## config.mk

```make
export PLATFORM = sky130hd
export DESIGN_NAME = stack_sequencer
export DESIGN_NICKNAME = d
export VERILOG_FILES = /design/src/rtl/stack_sequencer.sv
export SDC_FILE = /design/constraint.sdc
export NUM_CORES = 1
export LEC_CHECK = 0
export CAP_MARGIN = 20
export CORE_AREA = 2 2 128 130
export CTS_BUF_LIST = sky130_fd_sc_hd__clkbuf_2 sky130_fd_sc_hd__clkbuf_4 sky130_fd_sc_hd__clkbuf_8
export DETAILED_ROUTE_END_ITERATION = 10
export DIE_AREA = 0 0 130 132
export HOLD_SLACK_MARGIN = 0.03
export SKIP_CTS_REPAIR_TIMING = 1
export SYNTH_ARGS = -nofsm -noshare
export SYNTH_HDL_FRONTEND = slang
export SYNTH_SLANG_ARGS = --single-unit
```

## constraint.sdc

```tcl
create_clock -name clk -period 3.4 [get_ports clk]
set_clock_uncertainty 0.15 [all_clocks]
set_input_delay 0.51 -clock clk [delete_from_list [all_inputs] [get_ports clk]]
set_output_delay 0.51 -clock clk [all_outputs]
set_load 0.1 [all_outputs]
```

## src/rtl/stack_sequencer.sv

```systemverilog
// Command sequencer in front of a 16-bit LIFO: expands PUSH/POP/DUP/SWAP into
// single-word stack accesses and returns one response pulse per command.
module stack_sequencer #(
    parameter  int WIDTH   = 16,
    parameter  int DEPTH   = 16,
    localparam int DEPTH_W = $clog2(DEPTH + 1)
) (
    input  logic               clk,
    input  logic               rst,
    input  logic               req_valid,
    output logic               req_ready,
    input  logic [1:0]         req_op,
    input  logic [WIDTH-1:0]   req_data,
    output logic               rsp_valid,
    output logic [WIDTH-1:0]   rsp_data,
    output logic               rsp_err,
    output logic [DEPTH_W-1:0] depth,
    output logic               desync,
    output logic               stk_enable,
    output logic               stk_operation,
    output logic [WIDTH-1:0]   stk_data_in,
    input  logic [WIDTH-1:0]   stk_data_out,
    input  logic               stk_full,
    input  logic               stk_empty
);

    localparam logic [1:0] OP_PUSH = 2'b00;
    localparam logic [1:0] OP_POP  = 2'b01;
    localparam logic [1:0] OP_DUP  = 2'b10;
    localparam logic [1:0] OP_SWAP = 2'b11;

    typedef enum logic [3:0] {
        S_IDLE   = 4'd0,
        S_PUSHR  = 4'd1,
        S_POP1   = 4'd2,
        S_CAP1   = 4'd3,
        S_POP2   = 4'd4,
        S_CAP2   = 4'd5,
        S_PUSHA  = 4'd6,
        S_PUSHA2 = 4'd7,
        S_PUSHB  = 4'd8,
        S_RESP   = 4'd9
    } state_t;

    state_t               r_state;
    state_t               w_state_nxt;
    logic [1:0]           r_op;
    logic [WIDTH-1:0]     r_data;
    logic [WIDTH-1:0]     r_a;
    logic [WIDTH-1:0]     r_b;
    logic [DEPTH_W-1:0]   r_depth;
    logic                 r_desync;
    logic                 r_rsp_valid;
    logic                 r_rsp_err;
    logic [WIDTH-1:0]     r_rsp_data;

    logic                 w_accept;
    logic                 w_pre_ok;
    logic                 w_push_state;
    logic                 w_pop_state;
    logic                 w_push_issue;
    logic                 w_pop_issue;
    logic                 w_fault;
    logic                 w_rsp_err_nxt;
    logic [WIDTH-1:0]     w_rsp_data_nxt;
    logic [WIDTH-1:0]     w_stk_data_in;

    assign w_accept     = (r_state == S_IDLE) && req_valid;
    assign w_push_state = (r_state == S_PUSHR) || (r_state == S_PUSHA) ||
                          (r_state == S_PUSHA2) || (r_state == S_PUSHB);
    assign w_pop_state  = (r_state == S_POP1) || (r_state == S_POP2);
    // An access the real stack would refuse means the shadow count is wrong.
    assign w_push_issue = w_push_state && !stk_full;
    assign w_pop_issue  = w_pop_state && !stk_empty;
    assign w_fault      = (w_push_state && stk_full) || (w_pop_state && stk_empty);

    // Precondition check against the shadow depth at acceptance
    always_comb begin
        w_pre_ok = 1'b0;
        case (req_op)
            OP_PUSH: w_pre_ok = (r_depth < DEPTH_W'(DEPTH));
            OP_POP:  w_pre_ok = (r_depth >= DEPTH_W'(1));
            OP_DUP:  w_pre_ok = (r_depth >= DEPTH_W'(1)) && (r_depth <= DEPTH_W'(DEPTH - 1));
            OP_SWAP: w_pre_ok = (r_depth >= DEPTH_W'(2));
            default: w_pre_ok = 1'b0;
        endcase
    end

    // Next-state and response-content decode
    always_comb begin
        w_state_nxt    = r_state;
        w_rsp_err_nxt  = 1'b0;
        w_rsp_data_nxt = '0;
        case (r_state)
            S_IDLE: begin
                if (req_valid) begin
                    if (!w_pre_ok) begin
                        w_state_nxt   = S_RESP;
                        w_rsp_err_nxt = 1'b1;
                    end else if (req_op == OP_PUSH) begin
                        w_state_nxt = S_PUSHR;
                    end else begin
                        w_state_nxt = S_POP1;
                    end
                end else begin
                    w_state_nxt = S_IDLE;
                end
            end
            S_PUSHR: begin
                w_state_nxt   = S_RESP;
                w_rsp_err_nxt = w_fault;
            end
            S_POP1: begin
                if (w_fault) begin
                    w_state_nxt   = S_RESP;
                    w_rsp_err_nxt = 1'b1;
                end else begin
                    w_state_nxt = S_CAP1;
                end
            end
            S_CAP1: begin
                case (r_op)
                    OP_POP: begin
                        // A is not captured yet on this edge, so forward the word
                        w_state_nxt    = S_RESP;
                        w_rsp_data_nxt = stk_data_out;
                    end
                    OP_DUP:  w_state_nxt = S_PUSHA;
                    OP_SWAP: w_state_nxt = S_POP2;
                    default: begin
                        w_state_nxt   = S_RESP;
                        w_rsp_err_nxt = 1'b1;
                    end
                endcase
            end
            S_POP2: begin
                if (w_fault) begin
                    w_state_nxt   = S_RESP;
                    w_rsp_err_nxt = 1'b1;
                end else begin
                    w_state_nxt = S_CAP2;
                end
            end
            S_CAP2: begin
                w_state_nxt = S_PUSHA;
            end
            S_PUSHA: begin
                if (w_fault) begin
                    w_state_nxt   = S_RESP;
                    w_rsp_err_nxt = 1'b1;
                end else if (r_op == OP_DUP) begin
                    w_state_nxt = S_PUSHA2;
                end else begin
                    w_state_nxt = S_PUSHB;
                end
            end
            S_PUSHA2: begin
                w_state_nxt = S_RESP;
                if (w_fault) begin
                    w_rsp_err_nxt = 1'b1;
                end else begin
                    w_rsp_data_nxt = r_a;
                end
            end
            S_PUSHB: begin
                w_state_nxt = S_RESP;
                if (w_fault) begin
                    w_rsp_err_nxt = 1'b1;
                end else begin
                    w_rsp_data_nxt = r_b;
                end
            end
            S_RESP:  w_state_nxt = S_IDLE;
            default: w_state_nxt = S_IDLE;
        endcase
    end

    // Push operand select per push state
    always_comb begin
        w_stk_data_in = '0;
        case (r_state)
            S_PUSHR:  w_stk_data_in = r_data;
            S_PUSHA:  w_stk_data_in = r_a;
            S_PUSHA2: w_stk_data_in = r_a;
            S_PUSHB:  w_stk_data_in = r_b;
            default:  w_stk_data_in = '0;
        endcase
    end

    // State register
    always_ff @(posedge clk) begin
        if (rst) begin
            r_state <= S_IDLE;
        end else begin
            r_state <= w_state_nxt;
        end
    end

    // Operand latches, captured stack words, shadow depth and sticky desync
    always_ff @(posedge clk) begin
        if (rst) begin
            r_op     <= 2'b00;
            r_data   <= '0;
            r_a      <= '0;
            r_b      <= '0;
            r_depth  <= '0;
            r_desync <= 1'b0;
        end else begin
            if (w_accept) begin
                r_op   <= req_op;
                r_data <= req_data;
            end
            if (r_state == S_CAP1) begin
                r_a <= stk_data_out;
            end
            if (r_state == S_CAP2) begin
                r_b <= stk_data_out;
            end
            if (w_push_issue) begin
                r_depth <= r_depth + DEPTH_W'(1);
            end else if (w_pop_issue) begin
                r_depth <= r_depth - DEPTH_W'(1);
            end
            if (w_fault) begin
                r_desync <= 1'b1;
            end
        end
    end

    // Response registers; they line up with the RESP cycle and are zero elsewhere
    always_ff @(posedge clk) begin
        if (rst) begin
            r_rsp_valid <= 1'b0;
            r_rsp_err   <= 1'b0;
            r_rsp_data  <= '0;
        end else begin
            r_rsp_valid <= (w_state_nxt == S_RESP);
            r_rsp_err   <= (w_state_nxt == S_RESP) && w_rsp_err_nxt;
            r_rsp_data  <= (w_state_nxt == S_RESP) ? w_rsp_data_nxt : '0;
        end
    end

    assign req_ready     = (r_state == S_IDLE);
    assign rsp_valid     = r_rsp_valid;
    assign rsp_err       = r_rsp_err;
    assign rsp_data      = r_rsp_data;
    assign depth         = r_depth;
    assign desync        = r_desync;
    assign stk_enable    = w_push_issue || w_pop_issue;
    assign stk_operation = w_push_state;
    assign stk_data_in   = w_stk_data_in;

endmodule

```

==> metrics.md, run 1 <==
| Metric | Value |
|---|---|
| Final hold vios | 0 |
| Critical path peak fanout | 21 |
| Combinational share of power | 46.2% |
| Row Count | 46 |
| Hold Crit Class | flip-flop to flip-flop |
| Pins Over Slew Limit | 0 |
| Area added between synthesis and finish | 34.8% |
| 1st-iter DRT viols | around 360 |
| Unrepaired setup endpoints after global routing | no |
| Slowest stage delay, CP | roughly 0.86 ns |
| Worst Path Class, Setup | flip-flop to primary output |
| First-pass GRT wire length | approximately 20000 um |
| CTS tree | yes |
| Worst-margin pin slew | 1.01 ns |
| Sequential share of power | between 30% and 40% |
| Critical-path cell list | nor3_2, buf_6, a222oi_1, inv_1, buf_12 |
| Seq/Total Area, Yosys | 40.2% |
| Vias | 3784 |
| Post-route cell area | ~0.0052 mm^2 |
| Net count, final | between 500 and 600 |
| Final WL | 12300 um |
| CTS H-tree lvls | 3 |
| Commonest non-fill, non-tap cell in the layout | nand2_1 |
| Die height | about 130 um |
| CP arrival | roughly 2.5 ns |
| Sw power | ~1600 uW |
| Ant diodes | 0 |
| Clock share of power | between 20% and 30% |
| Chip Width | ~130 um |
| Initial Utilization | between 20% and 30% |
| Final cycle utilization of the critical path | 92.3% |
| Synth cell types | 67 |
| Crit end category | primary output |
| Synthesis-stage register bit count | 78 |
| Setup TNS | 0 ns |
| Leakage | roughly 0.0019 uW |
| Leading post-synthesis cells by cell area | dfxtp_1 (40%), nand2_1 (10%), a21oi_1 (7.6%), a222oi_1 (4.1%), a2bb2oi_1 (3.6%) |
| Syn. warnings | 0 |
| Final setup vio count | 0 |
| Fmax | between 300 and 400 MHz |
| Switching Share | around 45% |
| EDFF count, synth | 0 |
| Initial antenna violation count | 0 |
| Boundary pin count | 82 |
| Vias per std cell | 5.03 |
| Worst-path clk slew | ~0.080 ns |
| Port buffer count | 81 |
| Cts bufs inserted | 9 |
| Routed Antenna Nets | 0 |
| Top_reg_cell synth | dfxtp_1 |
| Routed len/inst | ~16 um |
| Clk root buf | clkbuf_8 |
| Mean area per synthesized cell | ~8.4 um^2 |
| Cell taking the most area after synthesis | dfxtp_1 |
| Core Region | around 0.016 mm^2 |
| Fin crit period | ~3.1 ns |
| Pwr dens | 692 mW/mm^2 |
| CTS max path bufs | 2 |
| CTS sink cnt | 78 |
| Mapped Cells | approximately 460 |
| Largest net degree at the start of global routing | 39 |
| Gpl congestion | between 0.8 and 0.9 |
| Internal | about 2000 uW |
| Post-synth top area share | 40.2% |
| Slew HR | between 30 and 40% |
| Number of max-cap violations | 0 |
| Worst EP required | 2.74 ns |
| Clk_lat worst skew | 0.35 ns |
| FFs w/ async S/R, synth | 0% |
| Net Count, Synth | 505 |
| Total congestion overflow | 0 |
| Hpwl dp | a little under 9000 um |
| Crit-path slowest cell | dfxtp_1 |
| Highest-count cells in the layout ignoring fill and taps | nand2_1 (107), dfxtp_1 (78), a21oi_1 (59) |
| Status | completed |
| CP Launch Type | flip-flop |
| Share of cells above drive strength 1 | between 10% and 20% |
| Peak VDD IR | 0.000820 V |
| DR pass1 iterations | 6 |
| Die area | between 0.015 and 0.02 mm^2 |
| Gr usage total | 14.2% |
| Vias in the first global route | 3752 |
| Dpl cell area | between 0.004 and 0.005 mm^2 |
| DRC | 0 |
| Syn Std Cell Area | just under 0.004 mm^2 |
path summary, 6_finish.rpt:
path / start / endpoint / slack [ns] / depth (start not counted)
hold reg to reg: r_data[0]$_SDFFE_PP0P_ / r_data[0]$_SDFFE_PP0P_ / 0.32 / 2
setup / recovery: r_state[2]$_SDFF_PP0_ / stk_data_in[8] / 0.26 / 5
setup reg to reg: r_state[2]$_SDFF_PP0_ / rsp_data[2]$_SDFF_PP0_ / 0.63 / 5
hold / removal: r_data[0]$_SDFFE_PP0P_ / r_data[0]$_SDFFE_PP0P_ / 0.32 / 2
worst max-delay path, delay by kind of cell (launching register included):
kind                   cells  cell delay, ns
AND/OR/NAND/NOR            1            0.28
buffers and inverters      3            0.56
flip-flops                 1            0.86
AO/OA/AOI/OAI              1            0.42
layout make-up:
cell class,instances,area [um^2]
fillers,1595,10500
clock buffers,10,138
clock inverters,5,108
well taps,216,270
inverters,26,97.6
flip-flops and latches,78,1560
repair buffers,96,1060
multi-input cells,321,2000
power by group through the flow:
| stage | registers (uW) | clock network (uW) | logic, uW |
|---|---|---|---|
| finish | 1090 | 859 | 1670 |
| global route | 1100 | 907 | 1780 |
| CTS | 1090 | 866 | 1670 |
| detailed placement | 1110 | 0 | 1670 |
| global placement | 1100 | 0 | 1640 |
| floorplan | 1270 | 0 | 1130 |
stage by stage:
stage / total power (uW) / utilization (%) / hold WS, ns / setup WS (ns) / instances
after floorplan: 2410 / - / 0.286 / 0.301 / 462
after global placement: 2740 / 31.7 / 0.301 / 0.465 / 736
after detailed placement: 2770 / 31.8 / 0.304 / 0.455 / 737
after CTS: 3620 / 33.3 / 0.314 / 0.314 / 752
after global routing: 3790 / 33.3 / 0.334 / 0.170 / 752
final: 3620 / 33.3 / 0.316 / 0.261 / 752
metal layers:
layer  track usage [%]  vias up  part of all wire [%]
met1              19.3     1772                    43
met5                 0        -                     0
li1                  -     1787                     -
met4              5.91        0                   1.7
met2              21.7      208                    46
met3              3.00       17                   9.0
registers in the layout, indices dropped and copies added (netlist names):
name and cells:
desync 1, r_data 16, depth 5, rsp_data 16, r_b 16, r_op 2, r_a 16, rsp_valid 1
rsp_err 1, r_state 4
cell usage after synthesis, drive strengths merged, types with 5 or more instances:
library cell	count
clkbuf	22
inv	26
a22oi	16
dfxtp	78
nor3	23
a222oi	16
nor4	5
a2bb2oi	16
buf	15
nor2	16
a21oi	59
nand2	107
cell families after synthesis:
logic type,after synthesis,share of synthesized area [%]
simple gates,175,22.0
compound gates,136,26.0
flops,78,40.2
buf+inv,63,9.08
xor+xnor,5,1.13
fa+ha+maj,5,1.55
No activity file was read; power rests on OpenSTA's default activity.
==> run 2, diff against run 1 <==
--- a/config.mk
+++ b/config.mk
@@ -5,7 +5,7 @@
 export SDC_FILE = /design/constraint.sdc
 export NUM_CORES = 1
 export LEC_CHECK = 0
-export CAP_MARGIN = 20
+export CAP_MARGIN = 10
 export CORE_AREA = 2 2 128 130
 export CTS_BUF_LIST = sky130_fd_sc_hd__clkbuf_2 sky130_fd_sc_hd__clkbuf_4 sky130_fd_sc_hd__clkbuf_8
 export DETAILED_ROUTE_END_ITERATION = 10
==> run 2 against run 1 <==
Compared with the run above:
- die area is the same
- wire length shrank 0.35%
- clock power shrank 16%
- non-clock buffer count shrank 1
- via count shrank 0.66%
- register-to-register slack lost 0.02 ns
- cell area shrank 0.93%
- critical endpoint is now stk_data_in[4]
- highest routed layer unchanged
==> metrics.md, run 2 (synthesis gave the netlist of run 1 again) <==
| Metric | Value |
|---|---|
| Status | completed |
| Worst Path Class, Setup | flip-flop to primary output |
| Crit Reg-Reg Startpoint | r_state[2]$_SDFF_PP0_ |
| Final cycle utilization of the critical path | between 90% and 100% |
| DRC | 0 |
| CTS max path bufs | 2 |
| R2R cell count | 6 |
| Initial Utilization | between 20% and 30% |
| Boundary pin count | 82 |
| Hold path start | r_data[0]$_SDFFE_PP0P_ |
| Vias | approximately 3.8k |
| Core Region | roughly 0.016 mm^2 |
| Leakage | 0.00187 uW |
| Area added between synthesis and finish | 33.6% |
| Fmax | between 300 and 400 MHz |
| Cells on Worst Hold Path | 2 |
| Die height | roughly 130 um |
| Crit path launch | r_state[2]$_SDFF_PP0_ |
| Hold Crit Class | flip-flop to flip-flop |
| Cts bufs inserted | 9 |
| Slew HR | between 30% and 40% |
| Setup TNS | 0 ns |
| Peak VDD IR | just over 0.0006 V |
| Share of cells above drive strength 1 | 16.6% |
| CTS sink cnt | slightly below 80 |
| First-pass GRT wire length | 19400 um |
| Initial antenna violation count | 0 |
| Clk root buf | clkbuf_8 |
| Final WL | roughly 12000 um |
| Fin crit period | approximately 3.1 ns |
| Port buffer count | between 80 and 90 |
| CTS tree | yes |
| Hold endpoint | r_data[0]$_SDFFE_PP0P_ |
| Gpl congestion | roughly 0.86 |
| Commonest non-fill, non-tap cell in the layout | nand2_1 |
| Pins Over Slew Limit | 0 |
| Number of max-cap violations | 0 |
| 1st-iter DRT viols | 380 |
| Final setup vio count | 0 |
| Routed len/inst | 16.4 um |
| Core Util, Final | around 33% |
| Reg2reg end | rsp_data[2]$_SDFF_PP0_ |
| Design Power | around 3500 uW |
| Hpwl dp | roughly 8500 um |
| Highest-count cells in the layout ignoring fill and taps | nand2_1 (107), dfxtp_1 (78), a21oi_1 (59) |
| Worst hold slack | approximately 0.31 ns |
| Clk_lat worst skew | roughly 0.35 ns |
| Crit-path slowest cell | dfxtp_1 |
| Worst EP required | roughly 2.7 ns |
| Final hold vios | 0 |
| Vias per std cell | about 5.0 |
| Gr usage total | 14.2% |
| Worst-path clk slew | 0.09 ns |
| CP Launch Type | flip-flop |
| Fin worst setup slack | between 0.3 and 0.4 ns |
| Pwr dens | ~670 mW/mm^2 |
| Routed Antenna Nets | 0 |
| Total congestion overflow | 0 |
| Chip Width | 130 um |
| Fillers | around 1.6k |
| Vias in the first global route | ~3.7k |
| CTS H-tree lvls | 3 |
| Pre-CTS setup slack | roughly 0.43 ns |
| R2R setup slack | about 0.6 ns |
| Largest net degree at the start of global routing | 39 |
| Critical path peak fanout | 21 |
| Die area | 0.0172 mm^2 |
| Critical-path cell list | inv_2, nor3_2, buf_4, a222oi_1, inv_1, buf_12 |
| DR pass1 iterations | 6 |
| Row Count | 46 |
| Net count, final | approximately 570 |
| Unrepaired setup endpoints after global routing | no |
| CP arrival | 2.42 ns |
| Crit end category | primary output |
| Ant diodes | 0 |
| Slowest stage delay, CP | approximately 0.9 ns |
| Worst-margin pin slew | roughly 1 ns |
run 2: cell count changes in the layout (fill, tap and decap cells not counted), sizes merged:
cell and delta:
clkinvlp +3, buf -1, inv +2, bufinv -2
clkinv -2
run 2: per-stage QoR:
stage / instance area, um^2 / instances
final: 5190 / 752
after global routing: 5190 / 752
after CTS: 5180 / 752
after detailed placement: 4980 / 736
after global placement: 4980 / 736
after floorplan: 3890 / 462
run 2: final cells by class:
class / count / area (um^2) / area share, %
multi-input cells: 321 / 2010 / 38.7
flip-flops and latches: 78 / 1560 / 30.1
repair buffers: 95 / 1050 / 20.2
well taps: 216 / 270 / 5.21
clock buffers: 10 / 131 / 2.53
inverters: 26 / 97.6 / 1.88
clock inverters: 6 / 70.1 / 1.35
run 2: report_power, final:
part / switching (uW) / internal [uW]
Sequential: 93.0 / 996
Combinational: 1170 / 497
Clock: 367 / 353
Total: 1630 / 1850
run 2: critical path, delay by kind of cell, from the launching register on:
kind	cells	cell delay [ns]
flip-flops	1	0.89
AND/OR/NAND/NOR	1	0.15
AO/OA/AOI/OAI	1	0.19
buffers and inverters	4	0.82
run 2: worst max-delay path by stage:
stage / slack (ns) / endpoint
after floorplan: 0.30 / stk_enable
after CTS: 0.04 / stk_data_in[15]
after global placement: 0.47 / stk_data_in[15]
final: 0.32 / stk_data_in[4]
after detailed placement: 0.43 / rsp_data[2]$_SDFF_PP0_
after global routing: 0.16 / stk_data_in[15]
run 2: metal layers:
metal	wire length (um)	up-vias	global-route usage (%)	part of all wire, %
li1	-	1789	-	-
met1	5450	1756	18.5	44
met2	5590	194	21.8	45
met3	1020	20	4.18	8.3
met4	238	0	5.85	1.9
met5	0	-	0	0
==> run 3, diff against run 2 <==
--- a/config.mk
+++ b/config.mk
@@ -5,7 +5,6 @@
 export SDC_FILE = /design/constraint.sdc
 export NUM_CORES = 1
 export LEC_CHECK = 0
-export CAP_MARGIN = 10
 export CORE_AREA = 2 2 128 130
 export CTS_BUF_LIST = sky130_fd_sc_hd__clkbuf_2 sky130_fd_sc_hd__clkbuf_4 sky130_fd_sc_hd__clkbuf_8
 export DETAILED_ROUTE_END_ITERATION = 10
==> constraint.sdc (replaced) <==
create_clock -name clk -period 3.1 [get_ports clk]
set_clock_uncertainty 0.15 [all_clocks]
set_input_delay 0.465 -clock clk [delete_from_list [all_inputs] [get_ports clk]]
set_output_delay 0.465 -clock clk [all_outputs]
set_load 0.1 [all_outputs]
==> run 3 against run 2 <==
Compared with the run above:
- worst setup slack got worse by 0.15 ns
- die area stayed put
- non-clock buffer count up 2
- via count fell by 0.29%
==> metrics.md, run 3 (synthesis gave the netlist of run 1 again) <==
| Metric | Value |
|---|---|
| Crit-path slowest cell | dfxtp_1 |
| Total congestion overflow | 0 |
| Vias in the first global route | around 3.7k |
| DRC | 0 |
| Cts bufs inserted | 9 |
| Vias | roughly 3.7k |
| Status | completed |
| Fin worst setup slack | between 0.15 and 0.2 ns |
| Final hold vios | 0 |
| DR pass1 iterations | 7 |
| Final cycle utilization of the critical path | roughly 95% |
| Worst-margin pin slew | about 0.82 ns |
| CP arrival | roughly 2.3 ns |
| Initial antenna violation count | 0 |
| Crit path launch | r_state[3]$_SDFF_PP0_ |
| Gr usage total | 14.4% |
| Crit-path leading delay family | flip-flops |
| Gpl congestion | between 0.8 and 0.9 |
| Worst-path clk slew | ~0.09 ns |
| Hold Crit Class | flip-flop to flip-flop |
| Initial Utilization | between 20% and 30% |
| Crit Reg-Reg Startpoint | depth[0]$_SDFFE_PP0P_ |
| Slowest stage delay, CP | around 0.67 ns |
| Clk root buf | clkbuf_8 |
| CTS sink cnt | 78 |
| Ant diodes | 0 |
| Largest net degree at the start of global routing | 58 |
| Core Region | roughly 0.016 mm^2 |
| Hold path start | r_data[15]$_SDFFE_PP0P_ |
| Share of cells above drive strength 1 | 19.4% |
| Net count, final | roughly 580 |
| Fin crit period | approximately 2.9 ns |
| Commonest non-fill, non-tap cell in the layout | nand2_1 |
| Hpwl dp | 8730 um |
| Routed Antenna Nets | 0 |
| CTS tree | yes |
| Leakage | between 0.0015 and 0.002 uW |
| Critical path peak fanout | 13 |
| Die area | around 0.017 mm^2 |
| CP Launch Type | flip-flop |
| Highest-count cells in the layout ignoring fill and taps | nand2_1 (107), dfxtp_1 (77), a21oi_1 (59) |
| Slew HR | ~45% |
| Crit end category | primary output |
| Clk_lat worst skew | approximately 0.36 ns |
| Critical-path cell list | buf_4, xnor2_1, o31a_1, o21ai_1, buf_12 |
| First-pass GRT wire length | around 20000 um |
| Row Count | 46 |
| Pwr dens | about 750 mW/mm^2 |
| Routed len/inst | roughly 16 um |
| Number of max-cap violations | 0 |
| Worst Path Class, Setup | flip-flop to primary output |
| Unrepaired setup endpoints after global routing | no |
| Final WL | 12200 um |
| Pre-CTS setup slack | around 0.2 ns |
| Pins Over Slew Limit | 0 |
| Fmax | ~340 MHz |
| Die height | 132 um |
| Final setup vio count | 0 |
| Worst EP required | approximately 2.5 ns |
| 1st-iter DRT viols | 450 |
| Area added between synthesis and finish | 34.0% |
| Boundary pin count | 82 |
| Port buffer count | 81 |
| Core Util, Final | 33.1% |
| Critical path buffers and inverters | 2 |
| CTS H-tree lvls | 3 |
| Peak VDD IR | a little over 0.0006 V |
| Chip Width | roughly 130 um |
| CTS max path bufs | 2 |
| Vias per std cell | 4.98 |
-- run 3: cell count changes in the layout (fill, tap and decap cells not counted), sizes merged --
cell	before	now
clkinv	0	2
clkbuf	10	9
clkinvlp	3	1
buf	45	60
inv	28	27
bufinv	1	2
clkdlybuf4s50	50	37
-- run 3: tightest hold or removal path: stages, from the launching register on --
cell	delay (ns)
dfxtp_1	0.31
nand2_1	0.05
a21oi_1	0.05
-- run 3: power by group --
part / internal, uW / switching, uW
Clock: 449 / 384
Combinational: 598 / 1280
Sequential: 1090 / 115
-- run 3: worst paths after layout --
check	endpoint	slack, ns	cells after the start
setup / recovery	stk_enable	0.17	5
hold / removal	r_data[15]$_SDFFE_PP0P_	0.32	2
setup reg to reg	rsp_data[15]$_SDFF_PP0_	0.41	9
hold reg to reg	r_data[15]$_SDFFE_PP0P_	0.32	2
-- run 3: layout make-up --
class                      instances  area [um^2]
clock buffer                       9          124
clock inverter                     6         86.3
fill                            1639        10500
inverter                          26         97.6
multi-input combinational        321         2010
sequential                        78         1560
tap                              216          270
timing repair buffer              97         1060
-- run 3: metal layers --
layer,share of wire (%),GRT usage (%),wire length [um],vias up
met4,1.8,6.39,225,0
li1,-,-,-,1786
met2,46,22.2,5660,166
met5,0,0,0,-
met3,7.3,2.64,894,16
met1,44,19.5,5410,1780
-- run 3: through the flow --
stage	instance area [um^2]	hold slack (ns)	instances	total power, uW	TNS (ns)
global route	5210	0.340	753	4110	0
global placement	4990	0.299	738	3080	0
floorplan	3890	0.286	462	2640	0
CTS	5200	0.321	753	3940	-1.75
finish	5210	0.317	753	3920	0
detailed placement	4990	0.310	738	3110	0
